===== src/rtl/branch_predict_unit.sv =====
`default_nettype none
// ============================================================================
// Module      : branch_predict_unit
// Description : EX-stage branch/jump resolution with a saturating-counter BHT
//               looked up at IF, plus saturating branch/mispredict statistics.
// Revision    : 1.0 - initial release
// ============================================================================
module branch_predict_unit #(
    parameter int XLEN        = 32,
    parameter int BHT_ENTRIES = 64,
    parameter int CNT_W       = 2,
    parameter int CNT_INIT    = 1,
    parameter int STAT_W      = 16
) (
    input  logic              clk,
    input  logic              rst_n,
    input  logic [XLEN-1:0]   if_pc,
    output logic              if_pred_taken,
    input  logic              ex_valid,
    input  logic [XLEN-1:0]   ex_pc,
    input  logic [1:0]        ex_j_type,
    input  logic [2:0]        ex_branch_t,
    input  logic              ex_zero,
    input  logic              ex_lt,
    input  logic              ex_ltu,
    input  logic              ex_pred_taken,
    output logic              flush,
    output logic [1:0]        pc_sel,
    output logic [STAT_W-1:0] br_count,
    output logic [STAT_W-1:0] mispred_count
);

    localparam int IDX_W = $clog2(BHT_ENTRIES);

    localparam logic [CNT_W-1:0]  c_cnt_max  = {CNT_W{1'b1}};
    localparam logic [CNT_W-1:0]  c_cnt_zero = '0;
    localparam logic [CNT_W-1:0]  c_cnt_rst  = CNT_W'(CNT_INIT);
    localparam logic [STAT_W-1:0] c_stat_max = {STAT_W{1'b1}};

    localparam logic [1:0] c_j_jal    = 2'b01;
    localparam logic [1:0] c_j_jalr   = 2'b10;
    localparam logic [1:0] c_j_branch = 2'b11;

    localparam logic [1:0] c_sel_pc4     = 2'b00;
    localparam logic [1:0] c_sel_target  = 2'b01;
    localparam logic [1:0] c_sel_jalr    = 2'b10;
    localparam logic [1:0] c_sel_recover = 2'b11;

    logic [CNT_W-1:0]  bht_q [BHT_ENTRIES];
    logic [STAT_W-1:0] br_count_q,  br_count_d;
    logic [STAT_W-1:0] mispred_q,   mispred_d;

    logic [IDX_W-1:0]  w_if_idx;
    logic [IDX_W-1:0]  w_ex_idx;
    logic              w_legal_br;
    logic              w_actual;
    logic              w_mispred;
    logic [CNT_W-1:0]  w_cnt_cur;
    logic [CNT_W-1:0]  w_cnt_d;
    logic              w_unused_bits;

    assign w_if_idx      = if_pc[IDX_W+1:2];
    assign w_ex_idx      = ex_pc[IDX_W+1:2];
    assign w_unused_bits = ^{if_pc, ex_pc};

    // Lookup returns the stored value only; a same-cycle update is not bypassed.
    assign w_cnt_cur     = bht_q[w_ex_idx];
    assign if_pred_taken = bht_q[w_if_idx][CNT_W-1];

    always_comb begin
        w_legal_br = 1'b0;
        w_actual   = 1'b0;
        if (ex_valid && (ex_j_type == c_j_branch)) begin
            w_legal_br = 1'b1;
            case (ex_branch_t)
                3'b000:  w_actual = ex_zero;
                3'b001:  w_actual = !ex_zero;
                3'b100:  w_actual = ex_lt;
                3'b101:  w_actual = !ex_lt;
                3'b110:  w_actual = ex_ltu;
                3'b111:  w_actual = !ex_ltu;
                default: w_legal_br = 1'b0;
            endcase
        end
    end

    assign w_mispred = w_legal_br && (w_actual != ex_pred_taken);

    always_comb begin
        flush  = 1'b0;
        pc_sel = c_sel_pc4;
        if (ex_valid && (ex_j_type == c_j_jal)) begin
            flush  = 1'b1;
            pc_sel = c_sel_target;
        end else if (ex_valid && (ex_j_type == c_j_jalr)) begin
            flush  = 1'b1;
            pc_sel = c_sel_jalr;
        end else if (w_mispred) begin
            flush  = 1'b1;
            pc_sel = w_actual ? c_sel_target : c_sel_recover;
        end
    end

    always_comb begin
        w_cnt_d = w_cnt_cur;
        if (w_actual) begin
            if (w_cnt_cur != c_cnt_max) w_cnt_d = w_cnt_cur + 1'b1;
        end else begin
            if (w_cnt_cur != c_cnt_zero) w_cnt_d = w_cnt_cur - 1'b1;
        end
    end

    always_ff @(posedge clk or negedge rst_n) begin
        if (!rst_n) begin
            for (int i = 0; i < BHT_ENTRIES; i++) begin
                bht_q[i] <= c_cnt_rst;
            end
        end else if (w_legal_br) begin
            bht_q[w_ex_idx] <= w_cnt_d;
        end
    end

    // Statistics saturate at all-ones rather than wrapping.
    always_comb begin
        br_count_d = br_count_q;
        mispred_d  = mispred_q;
        if (w_legal_br) begin
            if (br_count_q != c_stat_max) br_count_d = br_count_q + 1'b1;
            if (w_mispred && (mispred_q != c_stat_max)) mispred_d = mispred_q + 1'b1;
        end
    end

    always_ff @(posedge clk or negedge rst_n) begin
        if (!rst_n) begin
            br_count_q <= '0;
            mispred_q  <= '0;
        end else begin
            br_count_q <= br_count_d;
            mispred_q  <= mispred_d;
        end
    end

    assign br_count      = br_count_q;
    assign mispred_count = mispred_q;

endmodule
`default_nettype wire


===== config.mk =====
export PLATFORM = sky130hd
export DESIGN_NAME = branch_predict_unit
export DESIGN_NICKNAME = d
export VERILOG_FILES = /design/src/rtl/branch_predict_unit.sv
export SDC_FILE = /design/constraint.sdc
export NUM_CORES = 1
export LEC_CHECK = 0
export CAP_MARGIN = 20
export CELL_PAD_IN_SITES_DETAIL_PLACEMENT = 1
export CELL_PAD_IN_SITES_GLOBAL_PLACEMENT = 1
export CORE_ASPECT_RATIO = 0.8
export CORE_MARGIN = 1.5
export CORE_UTILIZATION = 40
export CTS_CLUSTER_SIZE = 30
export DETAILED_ROUTE_END_ITERATION = 16
export PLACE_DENSITY_LB_ADDON = 0.1
export SLEW_MARGIN = 30
export SYNTH_ARGS = -nofsm -noshare
export SYNTH_HDL_FRONTEND = slang
export SYNTH_SLANG_ARGS = --single-unit
export TNS_END_PERCENT = 10

===== constraint.sdc =====
create_clock -name clk -period 3.4 [get_ports clk]
set_clock_uncertainty 0.15 [all_clocks]
set_input_delay 0.51 -clock clk [delete_from_list [all_inputs] [get_ports clk]]
set_output_delay 0.51 -clock clk [all_outputs]
set_load 0.02 [all_outputs]

==> results.md, run 1 <==
- The maximum buffer depth of the clock tree is 2.
- The total length of routed wires is 25,850 um.
- The total leakage power is 4.395 nW.
- In the final routed layout, each cell accounts on average for 22.73 um.
- The warning count from the yosys run is 0.
- The vertical die dimension is 132.6 um.
- Among all cell types in the netlist, the one instantiated most often is sky130_fd_sc_hd__nand2_1.
- The detail route stage leaves a number of antenna-violating nets equal to 0.
- The accumulated negative setup slack is 0 ps.
- For the pin with the worst max-slew slack, the measured transition is 660.6 ps.
- Clock latency on the worst-skew pair, taken at its later pin, is 440 ps.
- The cell at the root of the clock tree is sky130_fd_sc_hd__clkbuf_16.
- By area the synthesized netlist is led by sky130_fd_sc_hd__dfrtp_1 (29%), sky130_fd_sc_hd__dfstp_2 (20%), sky130_fd_sc_hd__mux2_2 (10%), sky130_fd_sc_hd__mux4_2 (9.4%), sky130_fd_sc_hd__nand2_1 (6.0%).
- Once the clock tree was built, the setup fixing pass inserted 0 buffers.
- After synthesis, the largest family of logic cells by area is multiplexers.
- The nature of the critical path startpoint is an input pin.
- The flow ran to the end, and the final reports show no timing, DRC or antenna violations.
- Summing the areas of all compound-gate instances in the mapped netlist gives 9.948% of the synthesized area.
- The worst path meets setup with 36.91 ps of slack.
- The number of global-route vias before repair was 7,099.
- Dividing total power by cell area gives a power density of 452.5 nW/um2.
- The post-synthesis cell area is 8402 um2.
- From synthesis to final layout, the design area changed by 23.98%.
- The placer's final routability congestion estimate is 0.8620.
- The via count of the routed design is 6,508.
- The length of routed met3 wiring is 1721 um.
- Entering global routing, the biggest net connects 69 pins.
- The total internal power is 0.003446 W.
- The effective utilization at floorplan is 40.70%.
- Of the post-synthesis cell area, the part taken by muxes is 21.13%.
- The clock network is responsible for 42.1% of the overall power.
- After detailed routing, the met2 layer carries 12,320 um of wire.
- Net switching is 26.89% of the power.
- The repair_antennas step left the layout with diodes totalling 0.
- Pin placement for this block handled 112 I/O pins.
- The first global-routing pass estimated 41,250 um of wire.
- The wire length on met1 is 11,250 um.
- The area inside the core boundary is 20,640 um2.
- The net count of the finished layout is 933.
- The share of cells above drive strength 1 is 34.45%.
- The worst slew margin relative to its limit is 55.96%.
- The number of synthesized flops with an enable pin is 0.
- Of the available clock period, the critical path in the final layout requires 98.91%.
- In this run the number of H-tree levels came out at 4.
- The shortest period the worst path allows is 3363 ps.
- The primary flip-flop cell chosen by synthesis mapping is sky130_fd_sc_hd__dfrtp_1.
- The post-detailed-route via-to-cell ratio is 5.724.
- The clock drives 160 sinks.
- The synthesized netlist devotes 0.5957% of its cell area to adder and majority cells.
- The pre-antenna-repair detailed-routing pass consisted of 5 iterations.
- VDD sags by at most 297.1 uV.
- The top cell type by area accounts for 28.59% of the synthesized area.
- Of the total synthesized cell area, the portion taken by XOR and XNOR cells is 3.440%.
- In the synthesized netlist, the cells that appear most often are sky130_fd_sc_hd__nand2_1 (134), sky130_fd_sc_hd__dfrtp_1 (96), sky130_fd_sc_hd__mux2_2 (77), sky130_fd_sc_hd__o21ai_0 (68), sky130_fd_sc_hd__dfstp_2 (64).
- The half-perimeter wire length after detailed placement is 19,160 um.
- The worst setup path is of the input pin to output pin kind.
- In this run the horizontal extent of the chip is 165.0 um.
- The post-synthesis net count is 823.
- The hold violation count in the final report was 0.
- After synthesis, flip-flops and latches occupy 48.61% of the total area.
- The worst slack at placement is -577.8 ps.
- Port buffering added 59 buffers.
- After synthesis, the share of flip-flops with an asynchronous set or reset is 100.0%.
- The clock tree from TritonCTS is yes.
- The uppermost metal layer occupied by signal nets is met4.
- For this design the total switching power over the nets is 0.001267 W.
- Derived from the worst setup path, the maximum achievable clock frequency is 0.2973 GHz.
- The part of the total power dissipated in combinational logic is 14.0%.
- The number of clock buffers inserted by TritonCTS is 17.
- The number of antenna violations at the first check in global routing was 0.
- The part of the total power dissipated in sequential elements is 43.9%.
- After detailed routing, the number of remaining DRC violations is 0.
- The post-synthesis share of cell area spent on and, or, nand and nor gates is 12.70%.
- In this run the core area contains 47 standard-cell rows.
- Global routing used 25.30% of the available tracks.
- The clock transition at the register clock pins on the worst setup and hold paths after CTS is 60 ps.
- STA puts the critical path data required time at 2740 ps.
- The post-synthesis cell type with the largest combined area is sky130_fd_sc_hd__dfrtp_1.
- Setup violations remaining at the end of the flow were counted as 0.
- In this run, distinct cell masters in the synthesized netlist total 54.
- Setup repair after global routing could not meet its margin everywhere.
- The final-report max-slew violation count is 0.
- The worst-path maximum fanout is 16.
- Counting flops and latches in the post-synthesis netlist gives 160.
- The DRC violation total after the first TritonRoute iteration is 426.
- Max-cap violations in this run came to 0.
- The worst setup path is captured at an output pin.
- The number of instances in the synthesized netlist is 745.
- The overall die area is 21,890 um2.
- The remaining global-route overflow is 0.
- The average footprint of a synthesized cell is 11.28 um2.
- The arrival time of the worst setup path is 2700 ps.
- The type of the worst min-delay path is register to register.
==> registers in the layout, summed over array words and instances, names as in the netlist <==
register	count
mispred_count	16
br_count	16
bht_q	128
==> through the flow <==
step	hold slack, ps	power [W]	std cells	instance area [um2]	util (%)
after floorplan	64.41	0.002394	745	8406	-
after global placement	305.5	0.002719	1103	9768	47.32
after detailed placement	323.3	0.002751	1103	9768	47.32
after CTS	333.3	0.004748	1137	10400	50.38
after global routing	354.2	0.004878	1137	10420	50.46
final	328.7	0.004713	1137	10420	50.46
==> kinds of logic after synthesis <==
logic type | after synthesis
simple gates | 239
compound gates | 126
xor+xnor | 33
mux | 124
fa+ha+maj | 4
flops | 160
buf+inv | 59
==> area by class of cell <==
type / instances / area [um2]
fill: 2178 / 10220
sequential: 160 / 4084
multi-input combinational: 526 / 4034
timing repair buffer: 138 / 1323
clock buffer: 21 / 440.4
tap: 269 / 336.6
clock inverter: 11 / 153.9
inverter: 12 / 45.04
==> path summary, 6_finish.rpt <==
check                      startpoint            end  slack (ps)  cells after the start
min reg2reg                 bht_q[52]      bht_q[52]         330                      2
max reg2reg                 bht_q[67]     bht_q[127]         410                      7
min in group asynchronous       rst_n     bht_q[119]         510                      2
max                          if_pc[3]  if_pred_taken          40                      6
min                         bht_q[52]      bht_q[52]         330                      2
max in group asynchronous       rst_n      bht_q[16]        1700                      3
==> worst max-delay path, stage by stage <==
cell and delay [ps]:
sky130_fd_sc_hd__clkdlybuf4s50_1 510, sky130_fd_sc_hd__buf_12 170, sky130_fd_sc_hd__mux4_2 310, sky130_fd_sc_hd__mux4_2 490, sky130_fd_sc_hd__mux4_2 520, sky130_fd_sc_hd__buf_4 180
==> layer usage <==
layer | track usage [%] | vias to the layer above
li1 | - | 2915
met2 | 40.49 | 194
met4 | 8.308 | 0
met3 | 5.455 | 44
met1 | 34.14 | 3355
met5 | 0 | -
==> placed cells by master (no fill, tap or decap), types with 4 or more instances in the layout <==
cell type and instances:
sky130_fd_sc_hd__nand2_1 134, sky130_fd_sc_hd__dfrtp_1 96, sky130_fd_sc_hd__mux2_2 77, sky130_fd_sc_hd__buf_4 68, sky130_fd_sc_hd__o21ai_0 66, sky130_fd_sc_hd__dfstp_2 64, sky130_fd_sc_hd__clkdlybuf4s50_1 52, sky130_fd_sc_hd__mux4_2 35
sky130_fd_sc_hd__nor2_1 31, sky130_fd_sc_hd__nand3_1 24, sky130_fd_sc_hd__xnor2_1 17, sky130_fd_sc_hd__clkbuf_16 17, sky130_fd_sc_hd__xor2_1 16, sky130_fd_sc_hd__inv_1 12, sky130_fd_sc_hd__mux2i_1 12, sky130_fd_sc_hd__buf_12 10
sky130_fd_sc_hd__nor3_1 9, sky130_fd_sc_hd__and3_1 7, sky130_fd_sc_hd__nor2b_1 7, sky130_fd_sc_hd__a22oi_1 7, sky130_fd_sc_hd__a221o_1 7, sky130_fd_sc_hd__and4_1 6, sky130_fd_sc_hd__o31ai_2 6, sky130_fd_sc_hd__nor3b_1 5
sky130_fd_sc_hd__a221oi_1 5, sky130_fd_sc_hd__a21oi_1 4, sky130_fd_sc_hd__and2_1 4, sky130_fd_sc_hd__o31ai_1 4, sky130_fd_sc_hd__clkbuf_1 4
==> what timing repair did <==
action | 4_1_cts | 5_1_grt
setup endpoints to repair | 2 | 74
gates cloned | 1 | 0
pin swaps | 0 | 3
gates resized for setup | 8 | 8
hold endpoints to repair | 32 | 0
hold buffers | 1 | 0
==> power by group through the flow <==
| stage | Combinational [W] | Clock [W] | Sequential [W] |
|---|---|---|---|
| 2_1_floorplan | 0.000257 | 0 | 0.00214 |
| 3_3_place_gp | 0.000631 | 0 | 0.00209 |
| 3_5_place_dp | 0.000653 | 0 | 0.00210 |
| 4_1_cts | 0.000662 | 0.00202 | 0.00207 |
| 5_1_grt | 0.000709 | 0.00209 | 0.00208 |
| 6_report | 0.000659 | 0.00199 | 0.00207 |
No activity file was read; power rests on OpenSTA's default activity.
==> inputs of run 2 (changes only) <==
Settings changed: CAP_MARGIN 20 to default, CTS_CLUSTER_DIAMETER from default to 60.
==> results of run 2 <==
No change in the layout: final DEF, timing and power equal those of run 1.
